<file path="src/rtl/mpu_region_guard.sv">
// ---------------------------------------------------------------------------------------------
// mpu_region_guard
//
// Registered memory-protection guard placed between the processor request path and memory.
// Every valid request is compared against NUM_REGIONS programmable inclusive address windows.
// A blocked request is forwarded as address 0 with resp_protected raised; the response appears
// one cycle after the request is sampled.
//
// Access policy is held in a three-state FSM:
//   StLocked  - requests hitting an enabled window are blocked unless i_trigger bypasses them.
//   StSession - opened or refreshed by i_login, closes after SESSION_LEN idle cycles; nothing is
//               blocked and the region table may be rewritten.
//   StLockout - entered once the fault counter reaches MAX_FAULTS; everything is blocked and only
//               reset leaves this state.
//
// Optional feature (macro MPU_FAULT_ADDR_EN): records the address of the first blocked request
// after reset on o_fault_addr / o_fault_addr_valid.
//
// Ports:
//   i_clock            system clock, rising edge
//   i_reset            asynchronous reset, active low
//   i_login            open or refresh a session
//   i_trigger          per-request bypass, sampled with i_req_valid (ignored in lockout)
//   i_cfg_wr_en        region table write strobe (honoured only in a session)
//   i_cfg_idx          region to write; indexes >= NUM_REGIONS are dropped
//   i_cfg_base         new inclusive lower bound
//   i_cfg_limit        new inclusive upper bound
//   i_cfg_enable       new region enable
//   i_req_valid        request present
//   i_req_addr         processor address
//   o_resp_valid       response present (follows i_req_valid one cycle later)
//   o_resp_addr        address to memory, 0 when blocked or idle
//   o_resp_protected   request was blocked
//   o_resp_region      lowest matching region index, 0 if none or idle
//   o_session_active   FSM is in StSession
//   o_lockout          FSM is in StLockout
//   o_fault_count      saturating count of blocked requests
//   o_fault_addr       (MPU_FAULT_ADDR_EN) first blocked address since reset
//   o_fault_addr_valid (MPU_FAULT_ADDR_EN) o_fault_addr holds a captured address
// ---------------------------------------------------------------------------------------------

module mpu_region_guard #(
    parameter int unsigned     ADDR_W      = 64,
    parameter int unsigned     NUM_REGIONS = 4,
    parameter int unsigned     IDX_W       = 2,
    parameter longint unsigned DEF_LOWER   = 8000,
    parameter longint unsigned DEF_UPPER   = 8800,
    parameter int unsigned     SESSION_LEN = 16,
    parameter int unsigned     CNT_W       = 8,
    parameter int unsigned     MAX_FAULTS  = 4
) (
    input  logic              i_clock,
    input  logic              i_reset,
    input  logic              i_login,
    input  logic              i_trigger,
    input  logic              i_cfg_wr_en,
    input  logic [IDX_W-1:0]  i_cfg_idx,
    input  logic [ADDR_W-1:0] i_cfg_base,
    input  logic [ADDR_W-1:0] i_cfg_limit,
    input  logic              i_cfg_enable,
    input  logic              i_req_valid,
    input  logic [ADDR_W-1:0] i_req_addr,
    output logic              o_resp_valid,
    output logic [ADDR_W-1:0] o_resp_addr,
    output logic              o_resp_protected,
    output logic [IDX_W-1:0]  o_resp_region,
    output logic              o_session_active,
    output logic              o_lockout,
    output logic [CNT_W-1:0]  o_fault_count
`ifdef MPU_FAULT_ADDR_EN
    ,
    output logic [ADDR_W-1:0] o_fault_addr,
    output logic              o_fault_addr_valid
`endif
);

    // Wide enough to hold SESSION_LEN itself.
    localparam int unsigned TMR_W = $clog2(SESSION_LEN + 1);

    typedef enum logic [1:0] {
        StLocked,
        StSession,
        StLockout
    } state_e;

    // -----------------------------------------------------------------------------------------
    // Declarations
    // -----------------------------------------------------------------------------------------
    state_e              r_state;
    state_e              w_state_d;
    logic [TMR_W-1:0]    r_timer;
    logic [TMR_W-1:0]    w_timer_d;

    logic [ADDR_W-1:0]   r_base  [NUM_REGIONS];
    logic [ADDR_W-1:0]   r_limit [NUM_REGIONS];
    logic                r_en    [NUM_REGIONS];

    logic [NUM_REGIONS-1:0] w_match;
    logic                   w_any_match;
    logic [IDX_W-1:0]       w_hit_idx;
    logic                   w_block;
    logic                   w_fault_limit;
    logic                   w_cfg_idx_ok;
    logic                   w_cfg_write;

    logic                r_resp_valid;
    logic [ADDR_W-1:0]   r_resp_addr;
    logic                r_resp_protected;
    logic [IDX_W-1:0]    r_resp_region;
    logic [CNT_W-1:0]    r_fault_count;

    // -----------------------------------------------------------------------------------------
    // Region match and block decision (uses state and table from before the current edge)
    // -----------------------------------------------------------------------------------------
    always_comb begin
        w_match = '0;
        for (int i = 0; i < int'(NUM_REGIONS); i++) begin
            // A window with base > limit can never satisfy both compares.
            w_match[i] = r_en[i] && (i_req_addr >= r_base[i]) && (i_req_addr <= r_limit[i]);
        end
    end

    assign w_any_match = |w_match;

    // Walk downwards so the lowest matching index wins.
    always_comb begin
        w_hit_idx = '0;
        for (int i = int'(NUM_REGIONS) - 1; i >= 0; i--) begin
            if (w_match[i]) begin
                w_hit_idx = IDX_W'(i);
            end
        end
    end

    always_comb begin
        w_block = 1'b0;
        if (r_state == StLockout) begin
            w_block = 1'b1;
        end else if (r_state == StLocked && !i_trigger) begin
            w_block = w_any_match;
        end
    end

    // Lockout is taken on the cycle in which the registered count already shows the limit.
    assign w_fault_limit = (r_fault_count >= CNT_W'(MAX_FAULTS));

    // -----------------------------------------------------------------------------------------
    // FSM: state register / next-state / outputs
    // -----------------------------------------------------------------------------------------
    always_ff @(posedge i_clock or negedge i_reset) begin
        if (!i_reset) begin
            r_state <= StLocked;
            r_timer <= '0;
        end else begin
            r_state <= w_state_d;
            r_timer <= w_timer_d;
        end
    end

    always_comb begin
        w_state_d = r_state;
        unique case (r_state)
            StLocked: begin
                if (w_fault_limit) begin
                    w_state_d = StLockout;
                end else if (i_login) begin
                    w_state_d = StSession;
                end
            end
            StSession: begin
                if (w_fault_limit) begin
                    w_state_d = StLockout;
                end else if (!i_login && r_timer == TMR_W'(1)) begin
                    w_state_d = StLocked;
                end
            end
            StLockout: begin
                w_state_d = StLockout;
            end
            default: begin
                // Unreachable encoding: fail secure.
                w_state_d = StLockout;
            end
        endcase
    end

    // Timer is loaded on entry or login and counts down while the session stays open.
    always_comb begin
        w_timer_d = '0;
        if (w_state_d == StSession) begin
            if (r_state != StSession || i_login) begin
                w_timer_d = TMR_W'(SESSION_LEN);
            end else begin
                w_timer_d = r_timer - TMR_W'(1);
            end
        end
    end

    always_comb begin
        o_session_active = (r_state == StSession);
        o_lockout        = (r_state == StLockout);
    end

    // -----------------------------------------------------------------------------------------
    // Region table
    // -----------------------------------------------------------------------------------------
    assign w_cfg_idx_ok = (32'(i_cfg_idx) < NUM_REGIONS);
    assign w_cfg_write  = (r_state == StSession) && i_cfg_wr_en && w_cfg_idx_ok;

    always_ff @(posedge i_clock or negedge i_reset) begin
        if (!i_reset) begin
            for (int i = 0; i < int'(NUM_REGIONS); i++) begin
                r_base[i]  <= (i == 0) ? ADDR_W'(DEF_LOWER) : '0;
                r_limit[i] <= (i == 0) ? ADDR_W'(DEF_UPPER) : '0;
                r_en[i]    <= (i == 0);
            end
        end else if (w_cfg_write) begin
            r_base[i_cfg_idx]  <= i_cfg_base;
            r_limit[i_cfg_idx] <= i_cfg_limit;
            r_en[i_cfg_idx]    <= i_cfg_enable;
        end
    end

    // -----------------------------------------------------------------------------------------
    // Response path and fault counter
    // -----------------------------------------------------------------------------------------
    always_ff @(posedge i_clock or negedge i_reset) begin
        if (!i_reset) begin
            r_resp_valid     <= 1'b0;
            r_resp_addr      <= '0;
            r_resp_protected <= 1'b0;
            r_resp_region    <= '0;
        end else begin
            r_resp_valid     <= i_req_valid;
            r_resp_addr      <= (i_req_valid && !w_block) ? i_req_addr : '0;
            r_resp_protected <= i_req_valid && w_block;
            r_resp_region    <= i_req_valid ? w_hit_idx : '0;
        end
    end

    always_ff @(posedge i_clock or negedge i_reset) begin
        if (!i_reset) begin
            r_fault_count <= '0;
        end else if (i_req_valid && w_block && (r_fault_count != '1)) begin
            r_fault_count <= r_fault_count + CNT_W'(1);
        end
    end

    assign o_resp_valid     = r_resp_valid;
    assign o_resp_addr      = r_resp_addr;
    assign o_resp_protected = r_resp_protected;
    assign o_resp_region    = r_resp_region;
    assign o_fault_count    = r_fault_count;

`ifdef MPU_FAULT_ADDR_EN
    // -----------------------------------------------------------------------------------------
    // First-fault address capture; later faults never overwrite it.
    // -----------------------------------------------------------------------------------------
    logic [ADDR_W-1:0] r_fault_addr;
    logic              r_fault_addr_valid;

    always_ff @(posedge i_clock or negedge i_reset) begin
        if (!i_reset) begin
            r_fault_addr       <= '0;
            r_fault_addr_valid <= 1'b0;
        end else if (!r_fault_addr_valid && i_req_valid && w_block) begin
            r_fault_addr       <= i_req_addr;
            r_fault_addr_valid <= 1'b1;
        end
    end

    assign o_fault_addr       = r_fault_addr;
    assign o_fault_addr_valid = r_fault_addr_valid;
`endif

endmodule

</file>
<file path="config.mk">
export PLATFORM = sky130hd
export DESIGN_NAME = mpu_region_guard
export DESIGN_NICKNAME = d
export VERILOG_FILES = /design/src/rtl/mpu_region_guard.sv
export SDC_FILE = /design/constraint.sdc
export NUM_CORES = 1
export LEC_CHECK = 0
export ABC_CLOCK_PERIOD_IN_PS = 3600
export CAP_MARGIN = 20
export CORE_MARGIN = 4
export CORE_UTILIZATION = 48
export CTS_BUF_LIST = sky130_fd_sc_hd__clkbuf_16
export CTS_CLUSTER_SIZE = 16
export DETAILED_ROUTE_END_ITERATION = 16
export GPL_TIMING_DRIVEN = 0
export PLACE_DENSITY = 0.79
export SYNTH_ARGS = -nofsm -noshare
export SYNTH_HDL_FRONTEND = slang
export SYNTH_SLANG_ARGS = --single-unit
</file>
<file path="constraint.sdc">
create_clock -name i_clock -period 3.6 [get_ports i_clock]
set_input_delay 0.72 -clock i_clock [delete_from_list [all_inputs] [get_ports i_clock]]
set_output_delay 0.72 -clock i_clock [all_outputs]
set_load 0.005 [all_outputs]
</file>
==> results.yml, run 1 <==
critical_path:
  cp_num_cells: 11
  crit_fanout: 9
  crit_buf_inv: 1
  rr_worst_depth: 14
  crit_family: "compound AO/OA/AOI/OAI gates"
  cp_slowest_cell: "nor4_4"
  path_common_cell: "nand4_1"
  critPathCaptureType: "flip-flop"
  path_class: "primary input to flip-flop"
  start_kind: "primary input"
  crit_required_ns: 4.09
  arrival_ns: 4.10
  worstPathCellList: "clkbuf_2 -> ha_1 -> nand4_1 -> nor4_4 -> o211ai_1 -> nand4_1 -> a22oi_2 -> a22o_4 -> a31oi_4 -> o21ai_2 -> mux2_4"
  cpPeakStageDelay_ns: 0.56
grt:
  globalRouteTotalUtil_pct: 25.8
  grt_max_degree: 122
  antenna_found_initial: 29
  grt_pass1_vias: 27400
  grt_overflow: 0
  grt_pass1_wl_um: 152000
drt:
  num_vias: 27100
  met1_length_um: 40000
  post_drt_wl_per_cell_um: 20.6
  dr.pass1.iters: 5
  drtIter0Drc: 2219
  wl_um: 98900
  drtAntennaViolNets: 0
  via_per_inst: 5.65
  drc: 0
  wl_met2_um: 46300
  route.met3.wl_um: 8170
  highest-signal-layer: "met5"
logic_synthesis:
  synth_top_cell_by_area: "dfrtp_1"
  synth_ff_type: "dfrtp_1"
  synth_area_um2: 34200
  ys_async_sr_fraction_pct: 100
  ys_seq_area_share_pct: 43.8
  synth_top_area_share_pct: 43.0
  ys_top_cells_by_area: "dfrtp_1 43%, ha_1 19%, mux2_2 8.7%"
  synth_edf_count: 0
  yosys-top-cells-count: "588 x dfrtp_1, 522 x inv_1, 516 x ha_1"
  yosysWarnings: 0
  yosysUniqueCellTypes: 69
  syn_nets: 4127
  ys_ff_latch: 599
  syn_area_per_cell_um2: 10.0
  synthCells: 3410
  synth_most_common_cell: "dfrtp_1"
clock_network:
  clock_sinks: 599
  cts_hold_buf: 0
  root_buffer: "clkbuf_16"
  cts_buffer_depth: 3
  clk_latency_ns: 0.62
  h-tree-depth: 3
  cts_tree: "yes"
  clk_pin_slew_ns: 0.05
  cts_buffers: 69
sta:
  slew_viol_final: 0
  skew_ns: 0.0245
  fin_ws_ns: -0.00803
  fmax_mhz: 277
  min_period_ns: 3.61
  tightest_slew_ns: 1.12
  setup_viol: 4
  hold_viol_final: 0
  timing.final.crit_share_pct: 100
  slew_headroom_pct: 25.2
cells_and_area:
  fin_cells: 4798
  area_growth_pct: 19.7
  drive_gt1_share_pct: 13.7
  finalNetCount: 4501
  fillers: 5762
floorplan:
  initial_core_util_pct: 48.6
  die_x_um: 275
  ios: 279
  die-area_um2: 75600
  core-area_um2: 70400
  die_h_um: 275
  rows: 97
power_and_ir_drop:
  switchingPower_uw: 4050
  seqPwrFrac_pct: 45.3
  p_int_uw: 11400
  p_comb_share_pct: 11.5
  power_frac_clock_pct: 43.2
  p_per_area_nw_per_um2: 377
  ir_drop_mv: 0.286
  p_leak_uw: 0.0202
  swShare_pct: 26.2
placed_design:
  pre_cts_slack_ns: -2.23
  io_buffers: 278
  dpl.hpwl_um: 73400
  placedCellCount: 4636
  gp_congestion: 0.900
status:
  violations: "negative setup slack"
  status: "finished, violations left"
hold_path:
  hold_class: "primary input to asynchronous set/reset pin"
run:
  maxCapViolCount: 0
[cell type report]
cell class              instances  area (µm²)  area share, %
well taps                     940        1180           2.87
plain buffers                  91         404          0.986
repair buffers                303        2940           7.18
clock buffers                  72        1800           4.40
clock inverters                54         329          0.803
inverters                     522        1960           4.79
flip-flops and latches        599       15000           36.6
multi-input cells            2198       17300           42.2
diodes                         19        47.5          0.116
[repair_timing]
| item | CTS | global route |
|---|---|---|
| gates cloned | 0 | 2 |
| buffers inserted | 5 | 10 |
| pin swaps | 12 | 24 |
| endpoints found under the setup margin | 75 | 76 |
| gates resized for setup | 199 | 121 |
[per-stage QoR]
step | utilization [%] | setup TNS (ns) | instance area (µm²) | power [µW] | hold slack [ns]
4_1_cts | 58.0 | 0 | 40800 | 15500 | 0.0451
3_3_place_gp | 54.2 | - | 38200 | 8770 | 0.477
6_report | 58.2 | -0.0134 | 41000 | 15500 | 0.0480
2_1_floorplan | - | 0 | 34200 | 7870 | 0.424
5_1_grt | 58.2 | -0.162 | 41000 | 16100 | 0.0740
3_5_place_dp | 54.5 | -151.45 | 38400 | 8850 | 0.488
[worst register-to-register path, cell delays in order (launching register included)]
cell	delay, ns
dfrtp_1	0.38
inv_2	0.07
ha_4	0.19
a211o_1	0.27
a31oi_2	0.17
nor4_2	0.08
o211ai_1	0.55
nand4_1	0.37
a22oi_2	0.29
a22o_4	0.23
nand3_4	0.09
a211oi_4	0.34
buf_8	0.21
clkbuf_16	0.17
and2_1	0.12
[layout by cell type, fill, tap and decap left out, drive strengths merged, types with 13 or more instances in the layout]
cell type and count:
clkdlybuf4s15 19, a21oi 193, clkbuf 173, diode 19, and2 68, nor2 48
clkinv 26, nand2 378, buf 58, mux2 265, dfrtp 588, ha 516
inv 545, nand4 87, nand3 54, clkdlybuf4s50 213, o21ai 328, nor3 19
a21o 61, and4 13, a221oi 18, nor4 18
[flip-flops by register name, indices dropped and copies added (netlist names)]
| name | cells |
|---|---|
| o_fault_count | 8 |
| o_resp_addr | 64 |
| o_resp_protected | 1 |
| o_resp_region | 2 |
| o_resp_valid | 1 |
| r_base | 256 |
| r_en | 4 |
| r_limit | 256 |
| r_state | 2 |
| r_timer | 5 |
[worst paths after layout]
kind	startpoint	slack (ns)	end
hold reg to reg	r_timer[0]	0.50	r_timer[0]
hold / removal	i_reset	0.05	r_limit[57]
setup / recovery	i_req_addr[22]	-0.008	o_fault_count[1]
max in group asynchronous	i_reset	2.28	r_limit[84]
min in group i_clock	r_timer[0]	0.50	r_timer[0]
setup reg to reg	r_base[130]	0.01	o_resp_addr[52]
[routing by layer]
| layer | track usage, % | up-vias |
|---|---|---|
| met5 | 0 | - |
| met4 | 12.5 | 12 |
| met3 | 5.61 | 253 |
| met2 | 41.8 | 1035 |
| met1 | 33.0 | 13300 |
| li1 | - | 12500 |
[power by group through the flow]
stage | Sequential [µW] | Combinational (µW) | Clock (µW)
after floorplan | 7090 | 781 | 0
after global placement | 7130 | 1640 | 0
after detailed placement | 7120 | 1730 | 0
after CTS | 7000 | 1760 | 6780
after global routing | 7010 | 1990 | 7050
final | 7000 | 1780 | 6680
[cell families after synthesis]
| logic type | share of synthesized area [%] |
|---|---|
| fa+ha+maj | 18.9 |
| simple gates | 10.1 |
| xor+xnor | 0.205 |
| flops | 43.8 |
| buf+inv | 6.75 |
| compound gates | 11.5 |
| mux | 8.74 |
Power figures use the tool's default switching activity.
==> run 2, diff against run 1 <==
Settings changed: CORE_MARGIN 4 to 3.
==> results.yml, run 2 (same netlist as run 1, synthesis figures left out) <==
critical_path:
  arrival_ns: 4.20
  r2r_start: "r_base[130]"
  start_kind: "primary input"
  rr_worst_depth: 14
  crit_required_ns: 4.15
  path_class: "primary input to flip-flop"
  r2r_slack_ns: -0.04
  critPathCaptureType: "flip-flop"
  crit_fanout: 9
  r2r-end: "o_resp_addr[15]"
sta:
  tightest_slew_ns: 1.31
  min_period_ns: 3.65
  timing.final.crit_share_pct: 101
  hold_viol_final: 0
  setup_viol: 37
  fin_ws_ns: -0.0481
  slew_viol_final: 0
  fmax_mhz: 274
  skew_ns: 0.0305
  rsz0062_at_grt: "true"
  slew_headroom_pct: 13.0
grt:
  use_met2_pct: 43.1
  grt_pass1_wl_um: 154000
  antenna_found_initial: 20
  use_met3_pct: 6.28
  globalRouteTotalUtil_pct: 26.6
  grt_pass1_vias: 27700
  grt_overflow: 0
  grt_max_degree: 124
  grt-busiest-layer: "met2"
  use_met1_pct: 33.5
cells_and_area:
  fin_cells: 4781
  drive_gt1_share_pct: 13.4
  final_common_cell: "dfrtp_1"
  finalNetCount: 4496
  final_cell_mix: "588 x dfrtp_1, 536 x inv_1, 515 x ha_1, 377 x nand2_1, 321 x o21ai_0"
  final_area_um2: 41000
  area_growth_pct: 19.8
floorplan:
  core-area_um2: 70300
  initial_core_util_pct: 48.7
  rows: 97
  ios: 279
  die_h_um: 273
  die_x_um: 273
  die-area_um2: 74500
clock_network:
  cts_buffer_depth: 3
  clk_pin_slew_ns: 0.06
  clk_latency_ns: 0.62
  root_buffer: "clkbuf_16"
  h-tree-depth: 3
  cts_tree: "yes"
  clock_sinks: 599
  cts_buffers: 70
status:
  status: "finished, violations left"
  violations: "negative setup slack"
hold_path:
  hold-path-cell-count: 2
  whs_endpoint: "o_resp_addr[0]"
  hold_class: "primary input to flip-flop"
  worstHoldStart: "i_req_addr[0]"
power_and_ir_drop:
  ir_drop_mv: 0.309
  p_leak_uw: 0.0202
  p_per_area_nw_per_um2: 379
  finalPower_uw: 15600
drt:
  drc: 0
  wl_um: 99000
  drtIter0Drc: 2052
  post_drt_wl_per_cell_um: 20.7
  drtAntennaViolNets: 0
  dr.pass1.iters: 5
  via_per_inst: 5.65
  num_vias: 27000
placed_design:
  dpl.hpwl_um: 72700
  io_buffers: 278
  placed_cell_area_um2: 38300
  gp_congestion: 0.903
  placedCellCount: 4635
run:
  maxCapViolCount: 0
## run 2: cell types whose count changed in the layout (fill, tap and decap cells not counted), sizes merged, moves of 2 or more
| cell | delta |
|---|---|
| diode | -8 |
| buf | -25 |
| clkdlybuf4s15 | +16 |
| dlygate4sd2 | +3 |
| inv | -2 |
## run 2: worst max-delay path by stage
| stage | startpoint | to | slack (ns) | cells past startpoint |
|---|---|---|---|---|
| after floorplan | i_req_addr[0] | o_resp_addr[10] | 0.30 | 13 |
| after global placement | i_reset | o_resp_addr[21] | -25.12 | 1 |
| after detailed placement | i_req_addr[8] | o_resp_addr[50] | -2.09 | 14 |
| after CTS | i_req_addr[3] | o_resp_addr[24] | 0.0007 | 14 |
| after global routing | r_base[130] | o_resp_addr[50] | -0.09 | 14 |
| final | i_req_addr[4] | o_resp_addr[15] | -0.05 | 13 |
## run 2: repair_timing
action / in CTS / in global routing
setup endpoints to repair: 75 / 219
gates cloned: 0 / 3
resized for setup: 204 / 81
setup buffers: 6 / 1
pin swaps: 9 / 13
hold buffers: 1 / 0
endpoints found under the hold margin: 11 / 0
## run 2: power by group
group          total [µW]  switching (µW)  internal, µW  leakage, µW
logic                1780            1040           740       0.0120
clock network        6770            2930          3840      0.00111
registers            7000             105          6900      0.00710
## run 2: metal layers
metal  share of wire (%)  up-vias  routed length, µm
li1                    -    12500                  -
met1                  41    13300              40300
met2                  46      972              46000
met3                 7.9      270               7840
met4                 4.8       12               4790
met5               0.084        -                 83
## run 2: area by class of cell
cell class                      count  area [µm²]
Buffer                             91         422
Inverter                          522        1960
Timing Repair Buffer              297        3030
Fill cell                        5733       29300
Sequential cell                   599       15000
Clock buffer                       72        1800
Clock inverter                     51         333
Multi-Input combinational cell   2198       17300
Antenna cell                       11        27.5
Tap cell                          940        1180
## run 2: critical path, stage by stage
cell and delay [ns]:
dlygate4sd2_1 0.61, ha_1 0.34, nand2_1 0.07, nor4_2 0.05, o211ai_1 0.54, nand4_1 0.35, a22oi_2 0.31, a22o_4 0.24
nand3_4 0.09, a211oi_4 0.34, buf_12 0.20, clkbuf_16 0.17, and2_4 0.14
## run 2: metrics by stage
stage / utilization [%] / setup TNS [ns] / hold WS [ns] / setup WS, ns
after detailed placement: 54.6 / -141.65 / 0.484 / -2.09
after CTS: 58.1 / 0 / 0.491 / 0.000692
after floorplan: - / 0 / 0.424 / 0.300
after global routing: 58.3 / -2.46 / 0.394 / -0.0871
after global placement: 54.3 / - / 0.480 / -25.12
final: 58.3 / -0.781 / 0.389 / -0.0481
